--- src/rtl/serial_add_sequencer_pkg.sv ---
// Shared definitions for the nibble-serial add/subtract sequencer.
`timescale 1ns/1ps
package serial_add_sequencer_pkg;

  localparam int unsigned NIBBLE_W = 4;

  typedef enum logic [1:0] {
    ST_IDLE = 2'd0,
    ST_RUN  = 2'd1,
    ST_DONE = 2'd2
  } state_t;

endpackage

--- src/rtl/serial_add_sequencer_rca.sv ---
// Nibble-wide ripple carry adder shared across all nibbles of the operation.
`timescale 1ns/1ps
module ripple_carry_adder
  import serial_add_sequencer_pkg::*;
(
  output logic [NIBBLE_W-1:0] S,
  output logic                Cout,
  input  logic [NIBBLE_W-1:0] A,
  input  logic [NIBBLE_W-1:0] B,
  input  logic                Cin
);

  logic [NIBBLE_W:0] c;

  always_comb begin
    c    = '0;
    S    = '0;
    c[0] = Cin;
    for (int unsigned i = 0; i < NIBBLE_W; i++) begin
      S[i]   = A[i] ^ B[i] ^ c[i];
      c[i+1] = (A[i] & B[i]) | (c[i] & (A[i] ^ B[i]));
    end
    Cout = c[NIBBLE_W];
  end

endmodule

--- src/rtl/serial_add_sequencer.sv ---
// WIDTH-bit add/subtract computed one nibble per clock through a single
// 4-bit adder, with start/busy/done handshake and carry/overflow flags.
`timescale 1ns/1ps
module serial_add_sequencer
  import serial_add_sequencer_pkg::*;
#(
  parameter int unsigned WIDTH = 16
) (
  input  logic             clk,
  input  logic             reset,
  input  logic             start,
  input  logic             sub,
  input  logic [WIDTH-1:0] A,
  input  logic [WIDTH-1:0] B,
  output logic [WIDTH-1:0] S,
  output logic             Cout,
  output logic             ovf,
  output logic             busy,
  output logic             done
);

  localparam int unsigned NIBBLES = WIDTH / NIBBLE_W;
  localparam int unsigned CNT_W   = $clog2(NIBBLES);
  localparam logic [CNT_W-1:0] LAST = CNT_W'(NIBBLES - 1);

  state_t             state;
  logic [WIDTH-1:0]   a_reg;
  logic [WIDTH-1:0]   b_reg;
  logic               carry_reg;
  logic [CNT_W-1:0]   cnt;

  logic [NIBBLE_W-1:0] a_nib;
  logic [NIBBLE_W-1:0] b_nib;
  logic [NIBBLE_W-1:0] sum_nib;
  logic                cout_nib;

  // Nibble select written as a compare-per-slice mux so the index stays in range
  // for every WIDTH, including non-power-of-two nibble counts.
  always_comb begin
    a_nib = '0;
    b_nib = '0;
    for (int unsigned k = 0; k < NIBBLES; k++) begin
      if (cnt == CNT_W'(k)) begin
        a_nib = a_reg[k*NIBBLE_W +: NIBBLE_W];
        b_nib = b_reg[k*NIBBLE_W +: NIBBLE_W];
      end
    end
  end

  ripple_carry_adder u_rca (
    .S    (sum_nib),
    .Cout (cout_nib),
    .A    (a_nib),
    .B    (b_nib),
    .Cin  (carry_reg)
  );

  always_ff @(posedge clk) begin
    if (reset) begin
      state     <= ST_IDLE;
      a_reg     <= '0;
      b_reg     <= '0;
      carry_reg <= 1'b0;
      cnt       <= '0;
      S         <= '0;
      Cout      <= 1'b0;
      ovf       <= 1'b0;
      busy      <= 1'b0;
      done      <= 1'b0;
    end else begin
      case (state)
        ST_IDLE, ST_DONE: begin
          done <= 1'b0;
          if (start) begin
            a_reg     <= A;
            b_reg     <= sub ? ~B : B;
            carry_reg <= sub;
            cnt       <= '0;
            busy      <= 1'b1;
            state     <= ST_RUN;
          end else begin
            state <= ST_IDLE;
          end
        end
        ST_RUN: begin
          for (int unsigned k = 0; k < NIBBLES; k++) begin
            if (cnt == CNT_W'(k)) S[k*NIBBLE_W +: NIBBLE_W] <= sum_nib;
          end
          carry_reg <= cout_nib;
          cnt       <= cnt + 1'b1;
          if (cnt == LAST) begin
            Cout  <= cout_nib;
            ovf   <= (a_reg[WIDTH-1] ~^ b_reg[WIDTH-1]) & (sum_nib[NIBBLE_W-1] ^ a_reg[WIDTH-1]);
            busy  <= 1'b0;
            done  <= 1'b1;
            state <= ST_DONE;
          end
        end
        default: state <= ST_IDLE;
      endcase
    end
  end

endmodule

--- config.mk ---
export PLATFORM = sky130hd
export DESIGN_NAME = serial_add_sequencer
export DESIGN_NICKNAME = d
export VERILOG_FILES = /design/src/rtl/serial_add_sequencer_pkg.sv /design/src/rtl/serial_add_sequencer_rca.sv /design/src/rtl/serial_add_sequencer.sv
export SDC_FILE = /design/constraint.sdc
export NUM_CORES = 1
export LEC_CHECK = 0
export ABC_AREA = 1
export BUFFER_PORTS_ARGS = -buffer_cell sky130_fd_sc_hd__buf_4
export CORE_ASPECT_RATIO = 0.6
export CORE_MARGIN = 4
export CORE_UTILIZATION = 45
export DETAILED_ROUTE_END_ITERATION = 6
export GPL_TIMING_DRIVEN = 0
export PLACE_DENSITY = 0.69
export SKIP_CTS_REPAIR_TIMING = 1
export SLEW_MARGIN = 20
export SYNTH_ARGS = -nofsm -noshare
export SYNTH_HDL_FRONTEND = slang
export SYNTH_SLANG_ARGS = --single-unit
--- constraint.sdc ---
create_clock -name clk -period 5.49 [get_ports clk]
set_input_delay 1.098 -clock clk [delete_from_list [all_inputs] [get_ports clk]]
set_output_delay 1.098 -clock clk [all_outputs]
set_load 0.02 [all_outputs]
Word-level counts from Yosys, hierarchy flattened

Cells that the tools add are included.

$add $sub $neg: 1
$mul: 0
Div/mod/pow operators: 0
Order comparisons: 0
Eq/ne operators: 7
Shift operators: 0
Multiplexer cells: 21
Bitwise logic cells: 24
Reductions and logical operators: 12

Operators with widths:

| operator                                            | number |
|---|---|
| 2-to-1 mux 4 bit                                    | 8 |
| 2-to-1 mux 16 bit                                   | 1 |
| NOT 16 bit                                          | 1 |
| AND reduction 2 bit                                 | 7 |
| bitwise AND 1 bit                                   | 9 |
| bitwise XOR 1 bit                                   | 9 |
| one-hot mux 2 bit (2 select lines)                  | 2 |
| equality test 2 bit, second input constant          | 3 |
| one-hot mux 1 bit (2 select lines)                  | 3 |
| 2-to-1 mux 1 bit                                    | 5 |
| equality test 2 x 1 -> 1 bit, second input constant | 2 |
| zero test 2 bit                                     | 2 |
| 2-to-1 mux 2 bit                                    | 2 |
| != test 2 bit, second input constant                | 2 |
| OR 1 bit                                            | 4 |
| AND reduction 3 bit                                 | 1 |
| adder 2 x 1 -> 2 bit, second input constant         | 1 |
| nonzero test 2 bit                                  | 1 |
| OR reduction 2 bit                                  | 1 |
| bitwise XNOR 1 bit                                  | 1 |

Flip-flop bits (word level): 57
Bits in latches: 0
Memory bits (writable): 0
ROM bits: 0
Bits of input ports: 36
Output and inout bits: 20
Logic and storage cells: 78
Memories kept: 0

Longest topological paths before layout

Gate-level depths: netlist of the first run.

Depth after elaboration: 15
Mapped depth: 19
Mapped depth without buffers: 18

Modules after synthesis

Synthesis of the first run repeated with hierarchy kept, for this count alone.

Cell total of the unflattened synthesis: 351
Area total of the unflattened synthesis: 2620.0 um^2

Modules (own cells, without submodules):

| module               | instances | cells an instance | area an instance (um^2) | seq. area each (um^2) |
|---|---|---|---|---|
| serial_add_sequencer | 1         | 337               | 2502.4                  | 1141.1 |
| ripple_carry_adder   | 1         | 14                | 117.6                   | 0.0 |

Worst setup path after synthesis of the first run

OpenSTA, ideal clock, no wires.

Path kind: register -> register
From: register cnt[0]
To: register ovf
Setup time: 0.070 ns
Arrival: 2.954 ns
Required time: 5.420 ns
Setup slack: 2.467 ns
Cell stages (with the launch flop): 20
Buffers on the path: 1
Clock period less this slack: 3.023 ns
Cells stage by stage: dfxtp_1 inv_1 ha_1 buf_4 inv_2 o21ai_0 o21ai_0 nand2_1 fa_1 inv_1 fa_1 inv_1 fa_1 inv_1 fa_1 inv_1 nand2_1 nand2_1 nand3_1 a21oi_1

Cells in the longest elaborated chain, start to end: 15
Elaborated cells between the ends (all ways): 29
Those cells by class: eq/ne (3); mux (8); bitwise (16); reduce/logical (2)

RTL lines:

| element                        | line                           | source |
|---|---|---|
| from (decl)                    | serial_add_sequencer.sv:30     | `logic [CNT_W-1:0] cnt;` |
| from (signal assigned)         | serial_add_sequencer.sv:90     | `cnt <= cnt + 1'b1;` |
| zero test 2 bit                | serial_add_sequencer.sv:43     | `if (cnt == CNT_W'(k)) begin` |
| 2-to-1 mux 4 bit (4 in series) | serial_add_sequencer.sv:43     |  |
| bitwise XOR 1 bit              | serial_add_sequencer_rca.sv:21 | `c[i+1] = (A[i] & B[i]) \| (c[i] & (A[i] ^ B[i]));` |
| bitwise AND 1 bit              | serial_add_sequencer_rca.sv:21 |  |
| OR 1 bit                       | serial_add_sequencer_rca.sv:21 |  |
| bitwise AND 1 bit              | serial_add_sequencer_rca.sv:21 |  |
| OR 1 bit                       | serial_add_sequencer_rca.sv:21 |  |
| bitwise AND 1 bit              | serial_add_sequencer_rca.sv:21 |  |
| OR 1 bit                       | serial_add_sequencer_rca.sv:21 |  |
| bitwise XOR 1 bit (*)          | serial_add_sequencer_rca.sv:20 | `S[i] = A[i] ^ B[i] ^ c[i];` |
| net sum_nib[3]                 | serial_add_sequencer.sv:34     | `logic [NIBBLE_W-1:0] sum_nib;` |
| bitwise XOR 1 bit (*)          | serial_add_sequencer.sv:93     | `ovf <= (a_reg[WIDTH-1] ~^ b_reg[WIDTH-1]) & (sum_nib[NIBBLE_W-1] ^ a_reg[WIDTH-1]);` |
| bitwise AND 1 bit (*)          | serial_add_sequencer.sv:93     |  |
| to (signal assigned)           | serial_add_sequencer.sv:93     |  |
| to (decl)                      | serial_add_sequencer.sv:17     | `output logic ovf,` |

Mark *: on every way through the listed nets, which the timed path passes. The rest lies on a longest branch.
A chain may end at the register's enable or synchronous reset.

Final worst setup path of the first run

Same ends and word-level chain as after synthesis.

==> results of run 1 <==
final cells by class:
type                    instances  area [sq um]
repair buffers                 54           405
fillers                       485          2020
flip-flops and latches         57          1140
clock inverters                 3          40.0
inverters                      23          86.3
multi-input cells             235          1220
plain buffers                  18           123
clock buffers                  13           149
well taps                      77          96.3
metrics by stage:
stage | instances | total power [mW]
4_1_cts | 480 | 1.04
2_1_floorplan | 333 | 0.590
5_1_grt | 480 | 1.09
3_5_place_dp | 464 | 0.663
6_report | 480 | 1.04
3_3_place_gp | 464 | 0.660
routing by layer:
metal  vias to the layer above  routed length (um)  global-route usage, %
met4                         0                  97                   8.72
met1                      1067                3230                   29.6
met5                         -                   0                      0
met3                        10                 679                   6.10
li1                       1211                   -                      -
met2                        85                2650                   27.5
power by group:
group / internal, mW / switching [mW]
logic: 0.0797 / 0.117
registers: 0.443 / 0.0171
clock network: 0.221 / 0.159
total: 0.744 / 0.293
worst max-delay path, delay by kind of cell, from the launching register on:
family          cells  cell delay, ns
flops               1            0.40
fa+ha+maj           5            1.56
simple gates        4            0.28
compound gates      3            0.41
buf+inv             7            0.68
final timing paths:
| kind | startpoint | slack, ns | depth (start not counted) | to |
|---|---|---|---|---|
| setup reg to reg | cnt[0] | 2.08 | 19 | ovf |
| hold / removal | done | 0.46 | 2 | done |
| setup / recovery | cnt[0] | 2.08 | 19 | ovf |
| hold reg to reg | done | 0.46 | 2 | done |
cells in the final DEF, fill, tap and decap left out, types with 9 or more instances in the layout:
master	n
a21oi_1	32
buf_4	57
clkbuf_8	10
dfxtp_1	57
inv_1	15
nand2_1	22
nand3_1	9
nor2_1	80
o21ai_0	56
xnor2_1	16
cells in the mapped netlist:
library cell  instances
a22oi_1               3
xnor2_1              16
nand2_2               3
buf_6                 5
o21ai_1               1
nor3_1                1
dfxtp_1              57
a21oi_1              32
nor2_2                1
inv_2                 8
clkbuf_2              2
or2_2                 1
nand2_1              22
buf_4                 3
buf_2                 3
inv_1                15
clkbuf_1              5
o21ai_0              56
ha_1                  4
a21o_1                2
nand3_1               9
nor2_1               80
fa_1                  4
logic make-up after synthesis:
| logic type | Yosys count | synth area share, % |
|---|---|---|
| simple gates | 117 | 18.1 |
| compound gates | 94 | 18.8 |
| flops | 57 | 44.4 |
| buf+inv | 41 | 8.14 |
| xor+xnor | 16 | 5.46 |
| fa+ha+maj | 8 | 5.07 |
==> results by group, run 1 <==
Status
  – Status: finished, final reports clean

Drt
  – Routed length per instance: 13.9 um
  – ANT nets after route: 0
  – Via density: 4.94
  – DR pass1 iterations: 4
  – Vias post-DR: 2373
  – Drt drc: 0
  – Drt total wl: 6650 um
  – DRT iter0 DRCs: 148

Floorplan
  – Core box area: 5280 sq um
  – Die Span X: 106 um
  – Die Ht: 66.5 um
  – Boundary pin count: 56
  – Row cnt: 20
  – Initial Util: 48.6%
  – Die area: 7020 sq um

Synthesis
  – Synth top area cells: dfxtp_1, nor2_1, o21ai_0, a21oi_1, xnor2_1
  – Yosys warning total: 0
  – Syn Nets: 377
  – Area leader, netlist: dfxtp_1
  – Distinct cell type count after synthesis: 23
  – Yosys reg bits: 57
  – Synth top area share: 44.4%
  – Synthesized cell area: 2570 sq um
  – Syn_area_per_cell: 7.71 sq um
  – Sequential fraction of the synthesis area: 44.4%
  – Synth Instances: 333

CTS
  – Clk_lat worst skew: 0.34 ns
  – Cts bufs inserted: 9
  – Clock transition at the registers of the reported paths: 0.06 ns
  – H-tree levels: 3
  – CTS tree: built
  – CTS Sinks: 57
  – Clock buffer depth: 2
  – Root buffer cell: clkbuf_8

Global routing
  – Vias in the first global route: 2242
  – Gr usage total: 20.4%
  – Largest net degree at the start of global routing: 11
  – Initial antenna violation count: 0
  – Overflow after GRT: 0
  – First-pass GRT wire length: 11000 um

Timing
  – Count of final hold-check violations: 0
  – Slew HR: 70.0%
  – Final setup fails: 0
  – Fmax achieved: 0.293 GHz
  – RSZ-0062 raised after global routing: no
  – Period Utilization, post-route: 62.2%
  – Max Slew Vio Count: 0
  – Final worst setup slack: 2.08 ns
  – Tmin final: 3.41 ns
  – Slew @ Worst Pin: 0.450 ns
  – Setup TNS: 0 ns
  – Setup Skew: 0.00444 ns
  – WHS: 0.461 ns

Place
  – Port Buffers: 54
  – Placed wire-length estimate: 4950 um
  – GPL Wtd Cong: 0.829
  – Setup WS pre-CTS: 2.09 ns
  – Area after DPL: 3070 sq um

Setup path
  – CP max-delay cell: fa_1
  – Max FO, Critical Path: 9
  – Worst Setup Path Type: register to register
  – CP max stage delay: 0.51 ns
  – Element type at the critical path end: register
  – Cell mode on critical path: inv_1
  – WP data required: 5.75 ns
  – Crit path launch type: register
  – Worst path arrival time: 3.68 ns
  – Ordered list of cells on the worst path: inv_1 -> ha_1 -> buf_4 -> inv_2 -> o21ai_0 -> o21ai_0 -> nand2_1 -> fa_1 -> inv_1 -> fa_1 -> inv_1 -> fa_1 -> inv_1 -> fa_1 -> inv_1 -> nand2_1 -> nand2_1 -> nand3_1 -> a21oi_1

Finish
  – Fin util: 61.7%
  – ANT cells: 0
  – Post-route cell area: 3260 sq um
  – # nets final: 442
  – Syn-to-layout area delta: 26.9%
  – Share of cells above drive strength 1: 23.1%

Power
  – Maximum vdd drop: 154 uV
  – Leakage: 1.49 nW
  – Cell area power density: 318 nW/um^2

Hold path
  – Hold crit path type: register to register

Job
  – Max_cap viols: 0
(Power assumes the default switching activity.)
==> run 2, diff against run 1 <==
ABC_AREA = 0   (was 1)
clock period = 3.49 ns   (was 5.49 ns; I/O delays follow)
==> results by group, run 2 <==
Status
  – Status: finished, final reports clean (unchanged)

CTS
  – Clk_lat worst skew: 0.34 ns (about the same)
  – CTS Sinks: 57 (unchanged)
  – Clock buffer depth: 2 (unchanged)
  – Clock transition at the registers of the reported paths: 0.06 ns (about the same)
  – Root buffer cell: clkbuf_8 (unchanged)
  – CTS tree: built (unchanged)
  – Cts bufs inserted: 9 (unchanged)
  – H-tree levels: 3 (unchanged)

Place
  – Placed wire-length estimate: 4690 um (was 4950 um)
  – Port Buffers: 53 (was 54)
  – GPL Wtd Cong: 0.863 (was 0.829)
  – Area after DPL: 3110 sq um (was 3070 sq um)

Timing
  – Max Slew Vio Count: 0 (unchanged)
  – Setup TNS: 0 ns (unchanged)
  – WHS: 0.458 ns (was 0.461 ns)
  – Count of final hold-check violations: 0 (unchanged)
  – Slew @ Worst Pin: 0.532 ns (was 0.450 ns)
  – Period Utilization, post-route: 99.2% (was 62.2%)
  – Final setup fails: 0 (unchanged)
  – Slew HR: 64.2% (was 70.0%)
  – RSZ-0062 raised after global routing: yes (was no)
  – Tmin final: 3.46 ns (was 3.41 ns)
  – Fmax achieved: 0.289 GHz (was 0.293 GHz)
  – Setup Skew: 0.00518 ns (was 0.00444 ns)

Setup path
  – FF-to-FF path depth: 17 (was 19)
  – R2r setup slk: 0.03 ns (was 2.08 ns)
  – Worst path arrival time: 3.69 ns (was 3.68 ns)
  – WP data required: 3.72 ns (was 5.75 ns)
  – Cell mode on critical path: inv_1 (unchanged)
  – Element type at the critical path end: register (unchanged)
  – Crit path launch type: register (unchanged)
  – Max FO, Critical Path: 8 (was 9)
  – Reg-to-Reg Start: cnt[1] (was cnt[0])
  – CP max-delay cell: fa_2 (was fa_1)
  – Worst Setup Path Type: register to register (unchanged)
  – CP max stage delay: 0.59 ns (was 0.51 ns)
  – Reg-to-reg endpoint: ovf (unchanged)
  – Ordered list of cells on the worst path: inv_2 -> ha_2 -> buf_6 -> nor2b_4 -> buf_6 -> a221o_2 -> a22oi_2 -> fa_2 -> inv_1 -> fa_1 -> inv_1 -> fa_1 -> inv_1 -> fa_2 -> and3b_1 -> a211oi_2 -> nor3_1 (was inv_1 -> ha_1 -> buf_4 -> inv_2 -> o21ai_0 -> o21ai_0 -> nand2_1 -> fa_1 -> inv_1 -> fa_1 -> inv_1 -> fa_1 -> inv_1 -> fa_1 -> inv_1 -> nand2_1 -> nand2_1 -> nand3_1 -> a21oi_1)

Finish
  – ANT cells: 0 (unchanged)
  – Share of cells above drive strength 1: 29.6% (was 23.1%)
  – Filler cells: 520 (was 485)
  – Commonest non-fill, non-tap cell in the layout: buf_4 (was nor2_1)
  – # nets final: 402 (was 442)
  – Syn-to-layout area delta: 29.1% (was 26.9%)
  – Post-route cell area: 3370 sq um (was 3260 sq um)
  – Highest-count cells in the layout ignoring fill and taps: buf_4, dfxtp_1, nand2_1, nor2_1, a21oi_1 (was nor2_1, dfxtp_1, buf_4, o21ai_0, a21oi_1)

Drt
  – DR pass1 iterations: 4 (unchanged)
  – Drt drc: 0 (unchanged)
  – Drt total wl: 6410 um (was 6650 um)
  – Routed length per instance: 14.5 um (was 13.9 um)
  – DRT iter0 DRCs: 88 (was 148)
  – Via density: 5.02 (was 4.94)
  – ANT nets after route: 0 (unchanged)
  – Vias post-DR: 2220 (was 2373)

Synthesis
  – Commonest cells post-synth: dfxtp_1, nand2_1, nor2_1 (was nor2_1, dfxtp_1, o21ai_0)
  – Synth Instances: 291 (was 333)
  – Post-Synth Adder-Cell Area: 4.99% (was 5.07%)
  – Syn_area_per_cell: 8.96 sq um (was 7.71 sq um)
  – Synth Flop Type: dfxtp_1 (unchanged)
  – Yosys reg bits: 57 (unchanged)
  – Sequential fraction of the synthesis area: 43.7% (was 44.4%)
  – Area leader, netlist: dfxtp_1 (unchanged)
  – Post-synthesis simple-gate area fraction: 16.6% (was 18.1%)
  – Synthesized cell area: 2610 sq um (was 2570 sq um)
  – Number of flops mapped to enable cells by yosys: 0 (unchanged)
  – Distinct cell type count after synthesis: 32 (was 23)
  – Yosys warning total: 0 (unchanged)
  – Post-synthesis mux area share: 2.30% (was 0%)
  – Syn Nets: 335 (was 377)
  – Most common cell in the synthesized netlist: dfxtp_1 (was nor2_1)
  – Async set-or-reset flop fraction in the synthesized netlist: 0% (unchanged)
  – Synth top area share: 43.7% (was 44.4%)
  – Post-synthesis xor/xnor area fraction: 5.37% (was 5.46%)
  – Synth top area cells: dfxtp_1, a211oi_1, nand2_1, a21oi_1, nor2_1 (was dfxtp_1, nor2_1, o21ai_0, a21oi_1, xnor2_1)
  – Combinational family with the most area after synthesis: compound AO/OA/AOI/OAI gates (unchanged)
  – Synth Area in Compound Gates: 18.6% (was 18.8%)

Hold path
  – Endpoint, Worst Hold: a_reg[2] (was done)
  – Hold crit path type: register to register (unchanged)
  – Worst Hold Depth: 2 (unchanged)
  – Hold path start: a_reg[2] (was done)

Global routing
  – Initial antenna violation count: 0 (unchanged)
  – First-pass GRT wire length: 10400 um (was 11000 um)
  – Vias in the first global route: 2132 (was 2242)
  – Largest net degree at the start of global routing: 11 (unchanged)
  – Overflow after GRT: 0 (unchanged)
  – Gr usage total: 19.4% (was 20.4%)

Floorplan
  – Die area: 7120 sq um (was 7020 sq um)
  – Die Span X: 106 um (about the same)
  – Initial Util: 46.6% (was 48.6%)
  – Die Ht: 67.0 um (was 66.5 um)
  – Boundary pin count: 56 (unchanged)
  – Row cnt: 21 (was 20)
  – Core box area: 5600 sq um (was 5280 sq um)

Job
  – Max_cap viols: 0 (unchanged)

Power
  – Maximum vdd drop: 195 uV (was 154 uV)
  – Cell area power density: 483 nW/um^2 (was 318 nW/um^2)
  – Leakage: 1.37 nW (was 1.49 nW)
## run 2: final cells by class
cell class                      instances  area (sq um)  area share, %
Clock buffer                           12           155           4.61
Multi-Input combinational cell        199          1270           37.7
Buffer                                 25           183           5.42
Timing Repair Buffer                   56           433           12.9
Sequential cell                        57          1150           34.1
Clock inverter                          3          40.0           1.19
Inverter                               10          37.5           1.11
Tap cell                               80           100           2.97
## run 2: cell families after synthesis
family / after synthesis
DFF: 57
adders and majority gates: 8
muxes: 6
and+or+nand+nor: 98
buffers and inverters: 35
xor gates and xnor gates: 16
AOI/OAI and AO/OA: 71
## run 2: through the flow
| stage | utilization, % | setup slack (ns) | power (mW) | std cells |
|---|---|---|---|---|
| 2_1_floorplan | - | 0.182 | 0.910 | 291 |
| 3_3_place_gp | 55.5 | -0.179 | 1.00 | 424 |
| 3_5_place_dp | 55.5 | -0.179 | 1.01 | 424 |
| 4_1_cts | 59.0 | -0.186 | 1.62 | 439 |
| 5_1_grt | 60.2 | -0.0866 | 1.70 | 442 |
| 6_report | 60.2 | 0.0282 | 1.63 | 442 |
## run 2: critical path, delay by kind of cell (launching register included)
family	cells	cell delay [ns]
flops	1	0.36
simple gates	3	0.29
buf+inv	6	0.48
fa+ha+maj	5	1.51
compound gates	3	0.72
## run 2: power breakdown
part | internal [mW] | switching [mW] | total [mW]
Sequential | 0.690 | 0.0253 | 0.716
Clock | 0.362 | 0.252 | 0.614
Combinational | 0.146 | 0.151 | 0.296
Total | 1.20 | 0.428 | 1.63
## run 2: per-layer routing
metal,up-vias,share of wire (%),wire [um],track usage (%)
li1,1121,-,-,-
met1,1031,49,3140,25.9
met2,61,42,2660,26.9
met3,7,8.5,546,9.49
met4,0,0.94,60,6.62
met5,-,0,0,0
## run 2: how the worst max path moves through the flow
stage	start	end	cells past startpoint
2_1_floorplan	cnt[0]	ovf	16
3_5_place_dp	cnt[0]	ovf	16
4_1_cts	cnt[0]	ovf	16
3_3_place_gp	cnt[0]	ovf	16
6_report	cnt[1]	ovf	17
5_1_grt	cnt[1]	ovf	17
